File: src/rtl/ram_upload_pkg.sv
// Shared types and sizing for the ram_upload readback path.
package ram_upload_pkg;
  typedef enum logic [1:0] {F_IDLE, F_REQ, F_HOLD, F_DRAIN_ACK} fill_state_t;
  localparam int HALF_WORDS = 32;
  localparam int HALF_BYTES = 64;
endpackage

File: src/rtl/upload_dpram.sv
// 64x16 simple dual-port RAM: one write port for the fill side, one read port
// for the drain side. The read data is registered, so it is valid one cycle after the address.
module upload_dpram (
  input  logic        clk,
  input  logic        we,
  input  logic [5:0]  waddr,
  input  logic [15:0] wdata,
  input  logic [5:0]  raddr,
  output logic [15:0] rdata
);
  logic [15:0] mem [0:63];

  always_ff @(posedge clk) begin
    if (we) mem[waddr] <= wdata;
    rdata <= mem[raddr];
  end
endmodule

File: src/rtl/ram_upload.sv
// Streams a word-wide memory region out as bytes (low byte first) to the ioctl upload channel,
// through a two-half ping-pong buffer filled over a level-req / pulse-ack memory port.
module ram_upload
  import ram_upload_pkg::*;
#(
  parameter int ADDR_W      = 13,
  parameter int BASE_ADDR   = 0,
  parameter int TOTAL_WORDS = 8192
) (
  input  logic              clk_sys,
  input  logic              reset,
  input  logic              ioctl_upload,
  input  logic              ioctl_rd,
  output logic [7:0]        ioctl_din,
  output logic              ready,
  output logic              done,
  output logic              underrun,
  output logic              mem_req,
  output logic [ADDR_W-1:0] mem_addr,
  input  logic              mem_ack,
  input  logic [15:0]       mem_dout
);
  localparam int FW = $clog2(TOTAL_WORDS + 1);
  localparam int BW = $clog2(2 * TOTAL_WORDS + 1);
  localparam logic [4:0] LAST_WIDX = 5'(HALF_WORDS - 1);
  localparam logic [5:0] LAST_BIDX = 6'(HALF_BYTES - 1);

  if (TOTAL_WORDS == 0 || (TOTAL_WORDS % HALF_WORDS) != 0) begin : g_bad_total
    $error("ram_upload: TOTAL_WORDS must be a non-zero multiple of 32");
  end

  fill_state_t   fstate;
  logic          upload_q;
  logic          start;
  logic [4:0]    widx;
  logic          fh;
  logic [1:0]    half_full;
  logic [FW-1:0] fetched;
  logic [FW-1:0] fetched_inc;
  logic          dh;
  logic [5:0]    bidx;
  logic [BW-1:0] nbytes;
  logic [BW-1:0] nbytes_inc;
  logic          rd_settle;
  logic          rdy_q;
  logic [15:0]   rdata;
  logic          wr;
  logic          set_half;
  logic          accept;
  logic          clr_half;

  assign start       = ioctl_upload & ~upload_q;
  assign fetched_inc = fetched + 1'b1;
  assign nbytes_inc  = nbytes + 1'b1;
  assign wr          = (fstate == F_REQ) & mem_req & mem_ack & ioctl_upload & ~start;
  assign set_half    = wr & (widx == LAST_WIDX);
  assign ready       = rdy_q & ioctl_upload;
  assign accept      = ioctl_rd & ready;
  assign clr_half    = accept & (bidx == LAST_BIDX);

  upload_dpram u_dpram (
    .clk   (clk_sys),
    .we    (wr),
    .waddr ({fh, widx}),
    .wdata (mem_dout),
    .raddr ({dh, bidx[5:1]}),
    .rdata (rdata)
  );

  // Fill side: fetch words into half fh, stall when the next half is still being drained.
  always_ff @(posedge clk_sys) begin
    if (reset) begin
      upload_q <= 1'b0;
      fstate   <= F_IDLE;
      mem_req  <= 1'b0;
      mem_addr <= ADDR_W'(BASE_ADDR);
      widx     <= '0;
      fh       <= 1'b0;
      fetched  <= '0;
    end else begin
      upload_q <= ioctl_upload;
      if (start) begin
        widx     <= '0;
        fh       <= 1'b0;
        fetched  <= '0;
        mem_addr <= ADDR_W'(BASE_ADDR);
        // An old request still waiting for its ack must complete before refetching.
        if (fstate != F_DRAIN_ACK || mem_ack) begin
          fstate  <= F_REQ;
          mem_req <= 1'b1;
        end
      end else begin
        case (fstate)
          F_IDLE: mem_req <= 1'b0;
          F_REQ: begin
            if (!ioctl_upload) begin
              if (mem_ack) begin
                fstate  <= F_IDLE;
                mem_req <= 1'b0;
              end else begin
                fstate <= F_DRAIN_ACK;
              end
            end else if (mem_ack) begin
              widx     <= widx + 1'b1;
              mem_addr <= mem_addr + 1'b1;
              fetched  <= fetched_inc;
              if (widx == LAST_WIDX) begin
                fh <= ~fh;
                if (fetched_inc == FW'(TOTAL_WORDS)) begin
                  fstate  <= F_IDLE;
                  mem_req <= 1'b0;
                end else if (half_full[~fh]) begin
                  fstate  <= F_HOLD;
                  mem_req <= 1'b0;
                end
              end
            end
          end
          F_HOLD: begin
            if (!ioctl_upload) begin
              fstate <= F_IDLE;
            end else if (!half_full[fh]) begin
              fstate  <= F_REQ;
              mem_req <= 1'b1;
            end
          end
          F_DRAIN_ACK: begin
            if (mem_ack) begin
              fstate  <= ioctl_upload ? F_REQ : F_IDLE;
              mem_req <= ioctl_upload;
            end
          end
          default: begin
            fstate  <= F_IDLE;
            mem_req <= 1'b0;
          end
        endcase
      end
    end
  end

  always_ff @(posedge clk_sys) begin
    if (reset || start) begin
      half_full <= '0;
    end else begin
      if (set_half) half_full[fh] <= 1'b1;
      if (clr_half) half_full[dh] <= 1'b0;
    end
  end

  // Drain side: rd_settle marks rdata matching {dh,bidx}; rdy_q marks ioctl_din loaded from it.
  always_ff @(posedge clk_sys) begin
    if (reset || start) begin
      dh        <= 1'b0;
      bidx      <= '0;
      nbytes    <= '0;
      done      <= 1'b0;
      underrun  <= 1'b0;
      ioctl_din <= '0;
      rd_settle <= 1'b0;
      rdy_q     <= 1'b0;
    end else begin
      rd_settle <= ioctl_upload & half_full[dh] & ~accept & ~done;
      rdy_q     <= ioctl_upload & rd_settle & ~accept & ~done;
      if (rd_settle && !accept) ioctl_din <= bidx[0] ? rdata[15:8] : rdata[7:0];
      if (ioctl_rd && !ready) underrun <= 1'b1;
      if (accept) begin
        bidx   <= bidx + 1'b1;
        nbytes <= nbytes_inc;
        if (bidx == LAST_BIDX) dh <= ~dh;
        if (nbytes_inc == BW'(2 * TOTAL_WORDS)) done <= 1'b1;
      end
      if (!ioctl_upload) done <= 1'b0;
    end
  end
endmodule

File: config.mk
export PLATFORM = sky130hd
export DESIGN_NAME = ram_upload
export DESIGN_NICKNAME = d
export VERILOG_FILES = /design/src/rtl/ram_upload_pkg.sv /design/src/rtl/upload_dpram.sv /design/src/rtl/ram_upload.sv
export SDC_FILE = /design/constraint.sdc
export NUM_CORES = 1
export LEC_CHECK = 0
export BUFFER_PORTS_ARGS = -buffer_cell sky130_fd_sc_hd__buf_2
export CAP_MARGIN = 20
export CORE_MARGIN = 5
export CORE_UTILIZATION = 55
export DETAILED_ROUTE_END_ITERATION = 8
export GPL_ROUTABILITY_DRIVEN = 0
export PLACE_DENSITY = 0.79
export SLEW_MARGIN = 10
export SYNTH_ARGS = -nofsm -noshare
export SYNTH_HDL_FRONTEND = slang
export SYNTH_SLANG_ARGS = --single-unit
export TNS_END_PERCENT = 100
File: constraint.sdc
create_clock -name clk_sys -period 7.18 [get_ports clk_sys]
set_input_delay 0.359 -clock clk_sys [delete_from_list [all_inputs] [get_ports clk_sys]]
set_output_delay 0.359 -clock clk_sys [all_outputs]
set_load 0.005 [all_outputs]
==> impl_metrics.py <==
metrics = {
    "sta": {
        "setup_viol": 0,
        "min_period_over_period_pct": 50.7,
        "holdWs_ns": 0.0880,
        "max_freq_ghz": 0.275,
        "grt_setup_unrepaired": "false",
        "finalHoldViolCount": 0,
        "period_needed_ns": 3.64,
        "tightest_slew_ns": 1.14,
        "worst_slack_ns": 3.54,
        "slew_viol_final": 0,
        "maxSlewHeadroom_pct": 24.1,
        "fin_tns_setup_ns": 0,
        "fin_skew_ns": 0.0284,
    },
    "clock_tree": {
        "tritoncts": "done",
        "cts_resized": 0,
        "htreeDepth": 3,
        "clk_latency_ns": 0.66,
        "cts.path.max_buffers": 3,
        "cts_sinks": 1113,
        "cts_setup_buffers": 0,
        "clock-root-buffer": "clkbuf_16",
        "path_clk_slew_ns": 0.06,
        "cts_buffers": 105,
    },
    "global_route": {
        "grt-ovfl-total": 0,
        "antenna_found_initial": 4,
        "grt_pass1_vias": 21463,
        "grt_max_degree": 129,
        "grt.total_usage_pct": 24.4,
        "grt_pass1_wl_um": 147000,
    },
    "run_status": {
        "outcome": "finished, final reports clean",
    },
    "detailed_routing": {
        "dr_total_vias": 21183,
        "first_iter_violations": 3233,
        "wl_um": 101000,
        "wl_per_cell_um": 31.2,
        "post-route-drc-count": 0,
        "vias_per_cell": 6.54,
        "first_pass_iters": 5,
        "ant_nets": 0,
    },
    "cells_and_area": {
        "final_common_cell": "edfxtp_1",
        "layout.cells.non_filler": 3238,
        "area_delta_synth_final_pct": 12.5,
        "drive_gt1_share_pct": 28.7,
        "fin_nets": 2143,
        "final_cell_mix": "1024 x edfxtp_1, 336 x mux4_2, 132 x nor2_1",
        "n_fill_cell": 4902,
    },
    "pwr": {
        "p_int_w": 0.0102,
        "clkPwrFrac_pct": 42.6,
        "switching_share_pct": 19.3,
        "p_seq_share_pct": 56.2,
        "ir_worst_vdd_mv": 0.206,
        "p_leak_nw": 14.6,
        "power.density_mw_per_mm2": 261,
        "combPwrFrac_pct": 1.2,
        "p_switching_w": 0.00243,
    },
    "hold_path": {
        "hp-class": "in2reg",
    },
    "placed_design": {
        "port_buffers": 45,
        "dp.final_hpwl_um": 53800,
        "post-place-cells": 3029,
        "dp_slack_ns": 3.53,
    },
    "critical_path": {
        "start_kind": "register",
        "cp_data_arrival_time_ns": 3.93,
        "critPathCaptureType": "register",
        "cp.required_ns": 7.47,
        "crit_type": "reg2reg",
        "cp_max_fo": 18,
    },
    "yosys": {
        "postSynthAreaPerCell_um2": 21.8,
        "synth_cell_types": 48,
        "synthesis.instances": 1971,
        "synth_edf_count": 1024,
        "async_flop_share_pct": 0,
        "synth_area_mm2": 0.0429,
        "ys_seq_elements": 1113,
        "ys.flop_type": "edfxtp_1",
        "synth_nets": 1999,
        "yosysSeqAreaShare_pct": 75.8,
        "synth_warnings": 0,
    },
    "floorplan": {
        "start_util_pct": 55.4,
        "die_width_um": 289,
        "core_mm2": 0.0775,
        "boundaryPins": 46,
        "rows": 102,
        "dieHeight_um": 289,
        "dieArea_mm2": 0.0837,
    },
    "run": {
        "maxCapViolCount": 0,
    },
}
==> cell families after synthesis <==
| group | synth area share (%) |
|---|---|
| DFF | 75.8 |
| muxes | 18.0 |
| and+or+nand+nor | 3.01 |
| buffers and inverters | 1.18 |
| AOI/OAI and AO/OA | 0.892 |
| xor gates and xnor gates | 0.898 |
| adders and majority gates | 0.204 |
==> sequential cells by signal, summed over array words and instances (netlist names), 2 cells and up <==
signal and flops:
fetched 14, u_dpram.rdata 16, bidx 6, u_dpram.mem 1024
nbytes 15, ioctl_din 8, mem_addr 13, fstate 2
widx 5, half_full 2
==> layer usage <==
layer | part of all wire [%] | up-vias | global-route usage [%]
met5 | 0.021 | - | 0
met4 | 3.1 | 4 | 7.13
met3 | 10 | 219 | 4.58
met2 | 52 | 1398 | 42.0
met1 | 35 | 11059 | 32.4
li1 | - | 8503 | -
==> path summary, 6_finish.rpt <==
path                            slack [ns]            endpoint  cells after the start         start
worst max register to register        3.54  u_dpram.mem[38][7]                      7     fstate[1]
worst min-delay path                  0.09            upload_q                      2  ioctl_upload
worst min register to register        0.48            underrun                      2      underrun
worst max-delay path                  3.54  u_dpram.mem[38][7]                      7     fstate[1]
==> synthesized netlist by cell type, types with 3 or more instances <==
cell / instances / share of area, %
nor2b_1: 9 / 0.13
o21ai_0: 13 / 0.15
nor3_1: 10 / 0.12
a211oi_1: 10 / 0.17
edfxtp_1: 1024 / 72
buf_4: 11 / 0.19
dfxtp_1: 89 / 4.2
mux4_2: 336 / 18
clkbuf_1: 56 / 0.49
inv_1: 8 / 0.070
nand2_1: 55 / 0.48
nand4_1: 16 / 0.23
buf_1: 18 / 0.16
a31oi_1: 5 / 0.073
or3_1: 16 / 0.23
o21ai_1: 3 / 0.035
ha_1: 7 / 0.20
buf_2: 11 / 0.13
a21oi_1: 19 / 0.22
mux2i_1: 14 / 0.33
nor2_1: 132 / 1.2
xnor2_1: 17 / 0.35
nor4_1: 4 / 0.058
nand3_1: 20 / 0.23
xor2_1: 27 / 0.55
and3_1: 8 / 0.12
buf_6: 5 / 0.13
==> critical path, stage by stage (launching register included) <==
cell	delay, ns
dfxtp_1	0.40
nor2b_1	0.29
and3_1	0.76
and3_1	0.40
nor2b_1	0.33
nand3_1	0.44
nor2_1	0.25
buf_4	0.41
==> through the flow <==
stage | utilization, % | area (um^2) | total power [W]
finish | 62.3 | 48300 | 0.0126
global placement | 57.5 | 44600 | 0.00733
global route | 62.3 | 48300 | 0.0130
CTS | 61.9 | 47900 | 0.0126
floorplan | - | 42900 | 0.00724
detailed placement | 57.5 | 44600 | 0.00735
==> cell type report <==
class,count,area [um^2],area share (%)
Timing Repair Buffer,138,1190,2.46
Antenna cell,1,2.50,0.00518
Multi-Input combinational cell,748,9880,20.5
Clock inverter,55,493,1.02
Tap cell,1040,1300,2.70
Clock buffer,134,2830,5.86
Inverter,9,33.8,0.0700
Sequential cell,1113,32500,67.4
==> power groups by stage <==
stage | Sequential [W] | Combinational (W) | Clock [W]
6_report | 0.00707 | 0.000154 | 0.00537
5_1_grt | 0.00707 | 0.000166 | 0.00573
4_1_cts | 0.00708 | 0.000131 | 0.00543
3_5_place_dp | 0.00722 | 0.000130 | 0
3_3_place_gp | 0.00722 | 0.000116 | 0
2_1_floorplan | 0.00721 | 0.0000281 | 0
==> what timing repair did <==
| item | CTS | global route |
|---|---|---|
| hold buffers | 2 | 0 |
| endpoints found under the setup margin | 0 | 0 |
| hold endpoints to repair | 2 | 0 |
Note: power is estimated with default switching activity, not from simulation.
